File: config.mk
export PLATFORM = sky130hd
export DESIGN_NAME = ecc_rx_buffer_flat
export DESIGN_NICKNAME = d
export VERILOG_FILES = /design/src/rtl/ecc_rx_buffer_if.sv /design/src/rtl/ecc_rx_buffer.sv /design/src/flat_wrapper.sv
export SDC_FILE = /design/constraint.sdc
export NUM_CORES = 1
export LEC_CHECK = 0
export CORE_ASPECT_RATIO = 0.5
export CORE_MARGIN = 5
export CORE_UTILIZATION = 52
export DETAILED_ROUTE_END_ITERATION = 8
export PLACE_DENSITY = 0.78
export SLEW_MARGIN = 5
export SYNTH_ARGS = -nofsm -noshare
export SYNTH_HDL_FRONTEND = slang
export SYNTH_SLANG_ARGS = --single-unit
File: constraint.sdc
create_clock -name clk -period 3.3 [get_ports clk]
set_input_delay 0.33 -clock clk [delete_from_list [all_inputs] [get_ports clk]]
set_output_delay 0.33 -clock clk [all_outputs]
set_load 0.01 [all_outputs]
File: src/rtl/ecc_rx_buffer_if.sv
// Handshake bundle for the ECC receive buffer: the upstream word/status
// stream and the downstream valid/ready consumer port.
interface ecc_rx_buffer_if;
  logic        valid_in;
  logic [31:0] data_in;
  logic        error_detected;
  logic        error_corrected;
  logic        m_valid;
  logic        m_ready;
  logic [31:0] m_data;
  logic        m_corrected;
  logic        m_uncorr;

  // Buffer side
  modport slave (
    input  valid_in, data_in, error_detected, error_corrected, m_ready,
    output m_valid, m_data, m_corrected, m_uncorr
  );

  // Producer/consumer side
  modport master (
    output valid_in, data_in, error_detected, error_corrected, m_ready,
    input  m_valid, m_data, m_corrected, m_uncorr
  );
endinterface

File: src/rtl/ecc_rx_buffer.sv
// ECC receive buffer: small FIFO of {data, corrected, uncorrectable} entries
// behind a valid/ready port, with saturating error/overflow statistics and a
// sticky interrupt. Upstream cannot be stalled, so a word arriving at a full
// FIFO (with no pop in the same cycle) is lost and counted.
module ecc_rx_buffer #(
  parameter int DEPTH       = 8,
  parameter int CNT_W       = 16,
  parameter int DROP_UNCORR = 1
) (
  input  logic                     clk,
  input  logic                     rst_n,
  ecc_rx_buffer_if.slave           bus,
  input  logic                     clear_stats,
  output logic [$clog2(DEPTH):0]   fill_level,
  output logic [CNT_W-1:0]         corr_cnt,
  output logic [CNT_W-1:0]         uncorr_cnt,
  output logic [CNT_W-1:0]         ovf_cnt,
  output logic                     irq
);

  localparam int AW = $clog2(DEPTH);
  localparam int FW = AW + 1;
  localparam int EW = 34;
  localparam logic [FW-1:0]    FULL_LVL = FW'(DEPTH);
  localparam logic [CNT_W-1:0] CNT_MAX  = {CNT_W{1'b1}};
  localparam logic             DROP_EN  = (DROP_UNCORR != 0);

  // Clear-then-apply saturating counter step: an event in the clear cycle
  // leaves the counter at 1.
  function automatic logic [CNT_W-1:0] sat_next(
    input logic [CNT_W-1:0] cur,
    input logic             clr,
    input logic             ev
  );
    logic [CNT_W-1:0] base;
    base = clr ? {CNT_W{1'b0}} : cur;
    if (ev && (base != CNT_MAX)) begin
      sat_next = base + CNT_W'(1);
    end else begin
      sat_next = base;
    end
  endfunction

  logic [EW-1:0]    mem_q [DEPTH];
  logic [EW-1:0]    mem_d [DEPTH];
  logic [AW-1:0]    wr_ptr_q, wr_ptr_d;
  logic [AW-1:0]    rd_ptr_q, rd_ptr_d;
  logic [FW-1:0]    fill_q, fill_d;
  logic [CNT_W-1:0] corr_cnt_q, corr_cnt_d;
  logic [CNT_W-1:0] uncorr_cnt_q, uncorr_cnt_d;
  logic [CNT_W-1:0] ovf_cnt_q, ovf_cnt_d;
  logic             irq_q, irq_d;

  logic             corr_s, uncorr_s, want_s, push_s, pop_s, ovf_s;
  logic             full_s, empty_s;
  logic [EW-1:0]    entry_s, head_s;

  // Event decode and push/pop/overflow qualification
  always_comb begin
    full_s   = (fill_q == FULL_LVL);
    empty_s  = (fill_q == {FW{1'b0}});
    corr_s   = bus.valid_in & bus.error_corrected;
    uncorr_s = bus.valid_in & bus.error_detected & ~bus.error_corrected;
    pop_s    = ~empty_s & bus.m_ready;
    want_s   = bus.valid_in & ~(DROP_EN & uncorr_s);
    push_s   = want_s & (~full_s | pop_s);
    ovf_s    = want_s & full_s & ~pop_s;
    entry_s  = {bus.data_in, corr_s, uncorr_s};
  end

  // Next-state for storage, pointers and occupancy
  always_comb begin
    mem_d    = mem_q;
    wr_ptr_d = wr_ptr_q;
    rd_ptr_d = rd_ptr_q;
    if (push_s) begin
      mem_d[wr_ptr_q] = entry_s;
      wr_ptr_d        = wr_ptr_q + AW'(1);
    end else begin
      wr_ptr_d = wr_ptr_q;
    end
    if (pop_s) begin
      rd_ptr_d = rd_ptr_q + AW'(1);
    end else begin
      rd_ptr_d = rd_ptr_q;
    end
    case ({push_s, pop_s})
      2'b10:   fill_d = fill_q + FW'(1);
      2'b01:   fill_d = fill_q - FW'(1);
      default: fill_d = fill_q;
    endcase
  end

  // Next-state for statistics and sticky interrupt
  always_comb begin
    corr_cnt_d   = sat_next(corr_cnt_q,   clear_stats, corr_s);
    uncorr_cnt_d = sat_next(uncorr_cnt_q, clear_stats, uncorr_s);
    ovf_cnt_d    = sat_next(ovf_cnt_q,    clear_stats, ovf_s);
    irq_d        = (clear_stats ? 1'b0 : irq_q) | uncorr_s | ovf_s;
  end

  // State registers, flushed asynchronously by reset
  always_ff @(posedge clk or negedge rst_n) begin
    if (!rst_n) begin
      for (int i = 0; i < DEPTH; i++) begin
        mem_q[i] <= {EW{1'b0}};
      end
      wr_ptr_q     <= {AW{1'b0}};
      rd_ptr_q     <= {AW{1'b0}};
      fill_q       <= {FW{1'b0}};
      corr_cnt_q   <= {CNT_W{1'b0}};
      uncorr_cnt_q <= {CNT_W{1'b0}};
      ovf_cnt_q    <= {CNT_W{1'b0}};
      irq_q        <= 1'b0;
    end else begin
      mem_q        <= mem_d;
      wr_ptr_q     <= wr_ptr_d;
      rd_ptr_q     <= rd_ptr_d;
      fill_q       <= fill_d;
      corr_cnt_q   <= corr_cnt_d;
      uncorr_cnt_q <= uncorr_cnt_d;
      ovf_cnt_q    <= ovf_cnt_d;
      irq_q        <= irq_d;
    end
  end

  // Head entry presented combinationally; zeroed when nothing is stored
  always_comb begin
    head_s = mem_q[rd_ptr_q];
    if (empty_s) begin
      bus.m_valid     = 1'b0;
      bus.m_data      = 32'h0000_0000;
      bus.m_corrected = 1'b0;
      bus.m_uncorr    = 1'b0;
    end else begin
      bus.m_valid     = 1'b1;
      bus.m_data      = head_s[33:2];
      bus.m_corrected = head_s[1];
      bus.m_uncorr    = head_s[0];
    end
  end

  assign fill_level = fill_q;
  assign corr_cnt   = corr_cnt_q;
  assign uncorr_cnt = uncorr_cnt_q;
  assign ovf_cnt    = ovf_cnt_q;
  assign irq        = irq_q;

endmodule

File: src/flat_wrapper.sv
// flat-port wrapper written by rule: the top's interface ports become plain ports
module ecc_rx_buffer_flat 
#(
  parameter int DEPTH       = 8,
  parameter int CNT_W       = 16,
  parameter int DROP_UNCORR = 1
)
  (clk, rst_n, clear_stats, fill_level, corr_cnt, uncorr_cnt, ovf_cnt, irq, bus_valid_in, bus_data_in, bus_error_detected, bus_error_corrected, bus_m_ready, bus_m_valid, bus_m_data, bus_m_corrected, bus_m_uncorr);
  ecc_rx_buffer_if bus_i ();
  input  logic clk;
  input  logic rst_n;
  input  logic clear_stats;
  output logic [$clog2(DEPTH):0] fill_level;
  output logic [CNT_W-1:0] corr_cnt;
  output logic [CNT_W-1:0] uncorr_cnt;
  output logic [CNT_W-1:0] ovf_cnt;
  output logic irq;
  input wire logic [$bits(bus_i.valid_in)-1:0] bus_valid_in;
  input wire logic [$bits(bus_i.data_in)-1:0] bus_data_in;
  input wire logic [$bits(bus_i.error_detected)-1:0] bus_error_detected;
  input wire logic [$bits(bus_i.error_corrected)-1:0] bus_error_corrected;
  input wire logic [$bits(bus_i.m_ready)-1:0] bus_m_ready;
  output wire logic [$bits(bus_i.m_valid)-1:0] bus_m_valid;
  output wire logic [$bits(bus_i.m_data)-1:0] bus_m_data;
  output wire logic [$bits(bus_i.m_corrected)-1:0] bus_m_corrected;
  output wire logic [$bits(bus_i.m_uncorr)-1:0] bus_m_uncorr;
  assign bus_i.valid_in = bus_valid_in;
  assign bus_i.data_in = bus_data_in;
  assign bus_i.error_detected = bus_error_detected;
  assign bus_i.error_corrected = bus_error_corrected;
  assign bus_i.m_ready = bus_m_ready;
  assign bus_m_valid = bus_i.m_valid;
  assign bus_m_data = bus_i.m_data;
  assign bus_m_corrected = bus_i.m_corrected;
  assign bus_m_uncorr = bus_i.m_uncorr;
  ecc_rx_buffer #(.DEPTH(DEPTH), .CNT_W(CNT_W), .DROP_UNCORR(DROP_UNCORR)) u_core (.clk(clk), .rst_n(rst_n), .bus(bus_i), .clear_stats(clear_stats), .fill_level(fill_level), .corr_cnt(corr_cnt), .uncorr_cnt(uncorr_cnt), .ovf_cnt(ovf_cnt), .irq(irq));
endmodule
==> impl_metrics.yaml, run 1 <==
status:
  run_status: "complete, no violations"
yosys:
  syn-instance-count: 1078
  ffs_w_async_s_r_synth: 1.00
  post_synth.cell_area_avg_um2: 14.4
  synth_area_um2: 15500
  post_synth_fa_ha_maj_area_fraction: 0.00645
  synthesis_stage_register_bit_count: 331
  yosysWarnings: 0
  syn-num-nets: 1125
  synth-xor-area-share: 0.0237
  ys_dominant_reg_cell: "dfrtp_1"
  ys_types: 49
  synth_top_family_by_area: "multiplexers"
  yosys-mux-area-fraction: 0.319
  synth-simple-area-share: 0.0785
  number_of_synthesized_flops_with_an_enable_pin: 0
  synth-seq-area-share: 0.534
  synth_compound_area_frac: 0.0139
pwr:
  maximum_vdd_drop_mv: 0.501
  p_total_mw: 17.2
  leakagePower_nw: 7.81
  pwr_density_cell_nw_per_um2: 934
critical_path:
  crit_path_end_kind: "primary output"
  worstRegToRegCells: 9
  worst-setup-path-type: "reg -> out"
  crit-reg2reg-capture: "u_core.fill_level[2]"
  startpoint_type: "flop"
  ff2ff_setup_slack_ns: 0.59
  worstPathMaxFanout: 34
  critical_path_arrival_ns: 2.76
  required_time_reported_for_the_critical_path_endpoint_ns: 2.97
  r2r-start: "u_core.fill_level[2]"
placement:
  placed_area_um2: 17300
  placement.io_buffers: 126
  dpl_hpwl_um: 20700
  gp_congestion: 0.840
route:
  route.vias.total: 9359
  detailedRoute.firstPassIterationCount: 5
  detail_route.iter0.violations: 515
  remaining_drc_errors: 0
  drt.antenna.violating_nets: 0
  wirelength_um: 33500
  avgRoutedWirePerCell_um: 20.7
  vias_per_cell: 5.79
die:
  core_um2: 29200
  std_cell_rows: 44
  die-height_um: 132
  fp.dieArea_um2: 33600
  initial_core_util: 0.532
  number_of_top_level_pins: 127
  die-width_um: 254
timing:
  final_slew_violations: 0
  final.period_utilization: 0.936
  finalHoldViolCount: 0
  worst_max_slew_pin_slew_ns: 0.730
  totalNegativeSetupSlack_ns: 0
  fin_worst_hold_slack_ns: 0.377
  finalSetupViolCount: 0
  relSlewSlack: 0.513
  clock_skews_ns: 0.0254
  unrepaired_setup_endpoints_after_global_routing: "no"
  max_freq_ghz: 0.324
  finalCriticalPeriod_ns: 3.09
final_layout:
  number_of_diodes: 0
  drive_above_1_share: 0.319
  final_common_cell: "dfrtp_1"
  multiInputGateArea_um2: 6880
  mostFrequentLayoutCells: "dfrtp_1 (328), mux2_2 (228), clkdlybuf4s50_1 (125)"
  seqCellArea_um2: 8290
  num-fill-cells: 2105
  design_area_um2: 18400
  fin_nets: 1250
  synthesis_to_layout_area_growth_pct: 18.5
  fin_util: 0.630
global_route:
  global_route.overflow_total: 0
  antenna_found_initial: 0
  first_pass_grt_wire_length_um: 56000
  vias_in_the_first_global_route: 10500
  grt_start_max_net_pins: 94
  track_usage: 0.204
clocking:
  tritoncts: "yes"
  cts.root.buffer_cell: "clkbuf_16"
  clk_latency_ns: 0.57
  clock-sinks: 331
  cts_clk_pin_slew_worst_paths_ns: 0.06
  cts-buffers-inserted: 30
  clock_tree.buffer_depth: 3
  cts_max_level: 1
run:
  drv.max_cap_violation_count: 0
worst_hold_path:
  min-delay-path-class: "in -> async"
flip-flops by register name (all words and copies together), names as in the netlist:
register and flops:
u_core.corr_cnt 16, u_core.uncorr_cnt 16, u_core.wr_ptr_q 3, u_core.rd_ptr_q 3
u_core.fill_level 4, u_core.ovf_cnt 16, u_core.mem_q 272, u_core.irq 1
power breakdown:
| group | leakage (nW) | internal, mW | total (mW) | switching [mW] |
|---|---|---|---|---|
| clock network | 0.504 | 2.11 | 3.60 | 1.49 |
| logic | 3.20 | 4.14 | 6.81 | 2.67 |
| registers | 4.11 | 5.75 | 6.74 | 0.994 |
| total | 7.81 | 12.0 | 17.2 | 5.16 |
routing by layer:
layer  share of wire  up-vias  GRT usage
met3           0.047       35     0.0390
met5               0        -          0
met1            0.44     4926      0.283
met4           0.012        0     0.0364
met2            0.50      210      0.342
li1                -     4188          -
cell families after synthesis:
| kind of cell | count (synthesis) |
|---|---|
| adder cells (fa/ha/maj) | 8 |
| AND/OR/NAND/NOR | 222 |
| multiplexers | 376 |
| buffers and inverters | 69 |
| XOR/XNOR | 42 |
| AO/OA/AOI/OAI | 30 |
| flip-flops | 331 |
critical path: stages, from the launching register on:
cell and delay, ns:
dfrtp_1 0.46, or3_4 0.45, nor2_4 0.10, buf_4 0.47
nor2_1 0.19, clkdlybuf4s50_1 0.52
worst max-delay path by stage:
stage                         startpoint                    end
finish              u_core.fill_level[2]         bus_m_data[27]
global route        u_core.fill_level[2]         bus_m_data[27]
CTS                   u_core.rd_ptr_q[0]         bus_m_data[20]
detailed placement           clear_stats  u_core.uncorr_cnt[11]
global placement             clear_stats   u_core.uncorr_cnt[1]
floorplan           u_core.fill_level[2]   u_core.fill_level[2]
area by class of cell:
class,count,share of cell area
Clock buffer,46,0.0490
Clock inverter,8,0.00701
Inverter,7,0.00143
Multi-Input combinational cell,678,0.375
Sequential cell,331,0.451
Tap cell,391,0.0266
Timing Repair Buffer,155,0.0902
through the flow:
step / cells / worst slack (ns)
floorplan: 1078 / 0.468
global placement: 1559 / 0.479
detailed placement: 1559 / 0.372
CTS: 1614 / 0.0712
global route: 1616 / 0.107
finish: 1616 / 0.212
cell usage after synthesis (4+ instances only):
cell type | number | share of area
buf_6 | 12 | 0.0087
xnor2_1 | 30 | 0.017
nand4_1 | 14 | 0.0056
nor3_1 | 5 | 0.0016
nor4_1 | 7 | 0.0028
clkbuf_1 | 25 | 0.0060
a211oi_1 | 5 | 0.0024
mux2i_1 | 39 | 0.025
mux2_1 | 41 | 0.030
and3_1 | 12 | 0.0048
and2_1 | 8 | 0.0032
mux4_2 | 68 | 0.099
buf_1 | 8 | 0.0019
nand2_1 | 26 | 0.0063
a21oi_1 | 11 | 0.0035
inv_1 | 7 | 0.0017
buf_2 | 14 | 0.0045
mux2_2 | 228 | 0.17
xor2_1 | 12 | 0.0068
dfrtp_1 | 331 | 0.53
and4b_1 | 4 | 0.0026
nor2b_1 | 29 | 0.012
nor2_1 | 60 | 0.015
ha_1 | 8 | 0.0065
nand2b_1 | 16 | 0.0065
nand3_1 | 15 | 0.0048
timing repair:
action,CTS,global route
hold endpoints to repair,88,0
setup endpoints to repair,0,7
setup buffers,0,2
hold buffers,1,0
resized for setup,0,1
(Power assumes the default switching activity.)
==> run 2, diff against run 1 <==
--- a/config.mk
+++ b/config.mk
@@ -7,9 +7,10 @@
 export LEC_CHECK = 0
 export CORE_ASPECT_RATIO = 0.5
 export CORE_MARGIN = 5
-export CORE_UTILIZATION = 52
+export CORE_UTILIZATION = 40
 export DETAILED_ROUTE_END_ITERATION = 8
-export PLACE_DENSITY = 0.78
+export PLACE_DENSITY = 0.64
+export SETUP_SLACK_MARGIN = 0.1
 export SLEW_MARGIN = 5
 export SYNTH_ARGS = -nofsm -noshare
 export SYNTH_HDL_FRONTEND = slang
==> constraint.sdc (replaced) <==
create_clock -name clk -period 3.5 [get_ports clk]
set_input_delay 0.35 -clock clk [delete_from_list [all_inputs] [get_ports clk]]
set_output_delay 0.35 -clock clk [all_outputs]
set_load 0.01 [all_outputs]
==> impl_metrics.yaml, run 2 (synthesis results as in run 1) <==
timing:
  final_slew_violations: 0
  finalCriticalPeriod_ns: 3.14
  worst_max_slew_pin_slew_ns: 0.997
  finalHoldViolCount: 0
  finalSetupViolCount: 0
  max_freq_ghz: 0.318
  final.period_utilization: 0.897
  clock_skews_ns: 0.0110
  fin_worst_hold_slack_ns: 0.221
  unrepaired_setup_endpoints_after_global_routing: "no"
  relSlewSlack: 0.335
  totalNegativeSetupSlack_ns: 0
  worst_slack_ns: 0.359
route:
  highest_layer: "met4"
  detail_route.iter0.violations: 563
  detailedRoute.firstPassIterationCount: 4
  route.vias.total: 9286
  remaining_drc_errors: 0
  routed-wl-met2_um: 17500
  wirelength_um: 35000
  avgRoutedWirePerCell_um: 19.8
  wl_on_met1_um: 16200
  vias_per_cell: 5.25
  drt.antenna.violating_nets: 0
  met3_length_um: 962
critical_path:
  worstPathMaxFanout: 34
  required_time_reported_for_the_critical_path_endpoint_ns: 3.15
  crit_path_end_kind: "primary output"
  worst-setup-path-type: "reg -> out"
  crit_slowest_cell: "dfrtp_4"
  critical_path_arrival_ns: 2.79
  crit_path_max_incr_delay_ns: 0.55
  worstPathCellList: "buf_12 > mux4_2 > mux2i_1 > nor2_1 > clkdlybuf4s50_1"
  worstRegToRegCells: 11
  startpoint_type: "flop"
worst_hold_path:
  timing.hold.worst_path_depth: 2
  min-delay-path-class: "in -> reg"
run:
  drv.max_cap_violation_count: 0
final_layout:
  final-instance-count-excl-fill: 1768
  synthesis_to_layout_area_growth_pct: 19.5
  most_flop_heavy_register: "u_core.mem_q"
  mostFrequentLayoutCells: "dfrtp_1 (328), mux2_2 (228), clkdlybuf4s50_1 (124)"
  largest_register_ffs: 272
  num-fill-cells: 3333
  fin_util: 0.480
  fin_nets: 1263
  drive_above_1_share: 0.328
  final_common_cell: "dfrtp_1"
  number_of_diodes: 0
die:
  core_um2: 38600
  die-width_um: 289
  initial_core_util: 0.402
  std_cell_rows: 51
  die-height_um: 149
  fp.dieArea_um2: 43100
  number_of_top_level_pins: 127
status:
  run_status: "complete, no violations"
placement:
  gp_congestion: 0.814
  dpl_hpwl_um: 22200
  placement.io_buffers: 126
  worst_setup_timing_slack_at_the_placement_stage_ns: 0.717
  numPlacedInstances: 1702
global_route:
  global_route.overflow_total: 0
  track_usage: 0.165
  antenna_found_initial: 0
  vias_in_the_first_global_route: 10100
  first_pass_grt_wire_length_um: 57400
  grt_start_max_net_pins: 125
pwr:
  p_int_mw: 11.2
  power_frac_seq: 0.394
  power.share.combinational: 0.400
  leakagePower_nw: 7.85
  maximum_vdd_drop_mv: 0.425
  pwr_density_cell_nw_per_um2: 872
  power.net_switching_mw: 4.93
  netSwitchingFraction: 0.305
  pwr-share-clk: 0.205
clocking:
  clock_tree.buffer_depth: 3
  cts_max_level: 1
  clock-sinks: 331
  cts.root.buffer_cell: "clkbuf_16"
  cts-buffers-inserted: 31
  cts_clk_pin_slew_worst_paths_ns: 0.07
  tritoncts: "yes"
  clk_latency_ns: 0.58
## run 2: cell count changes in the layout (fill, tap and decap cells not counted), sizes merged
cell | before | now
inv | 7 | 8
clkdlybuf4s50 | 125 | 124
buf | 29 | 42
bufinv | 3 | 1
clkinvlp | 1 | 0
clkbuf | 46 | 45
clkinv | 4 | 8
## run 2: what timing repair did
item / CTS / global route
buffers inserted: 0 / 10
endpoints found under the hold margin: 117 / 0
hold buffers: 1 / 0
gates resized for setup: 0 / 0
setup endpoints to repair: 0 / 3
## run 2: per-stage QoR
step                      power (mW)  instance area (um^2)
after floorplan                 10.5                 15500
after global placement          12.6                 17400
after detailed placement        12.9                 17400
after CTS                       16.3                 18500
after global routing            17.2                 18500
final                           16.2                 18500
## run 2: layout make-up
class | instances | area (um^2) | area share
Timing Repair Buffer | 167 | 1670 | 0.0902
Multi-Input combinational cell | 678 | 6880 | 0.371
Sequential cell | 331 | 8290 | 0.447
Inverter | 7 | 26.3 | 0.00142
Clock inverter | 10 | 90.1 | 0.00486
Clock buffer | 45 | 908 | 0.0490
Tap cell | 530 | 663 | 0.0358
## run 2: path summary, 6_finish.rpt
| check | start | to | slack (ns) |
|---|---|---|---|
| setup / recovery | u_core.rd_ptr_q[0] | bus_m_data[6] | 0.36 |
| hold / removal | clear_stats | u_core.uncorr_cnt[14] | 0.22 |
| setup reg to reg | u_core.fill_level[2] | u_core.fill_level[2] | 0.80 |
| hold reg to reg | u_core.mem_q[230] | u_core.mem_q[230] | 0.49 |
| max in group asynchronous | rst_n | u_core.mem_q[222] | 2.05 |
| min in group asynchronous | rst_n | u_core.uncorr_cnt[13] | 0.46 |
## run 2: power groups by stage
stage	clock [mW]	combinational (mW)	sequential, mW
after detailed placement	0	6.48	6.44
after floorplan	0	4.46	6.01
after CTS	3.42	6.50	6.38
final	3.32	6.47	6.37
after global placement	0	6.31	6.29
after global routing	3.58	7.03	6.55
## run 2: layer usage
layer	vias up	global-route usage
met2	127	0.279
met5	-	0
li1	4202	-
met4	0	0.0289
met1	4926	0.235
met3	31	0.0224
## run 2: critical path: cells and delay by family, from the launching register on
| kind | cells | cell delay (ns) |
|---|---|---|
| buf+inv | 2 | 0.78 |
| mux | 2 | 0.78 |
| flops | 1 | 0.55 |
| simple gates | 1 | 0.06 |
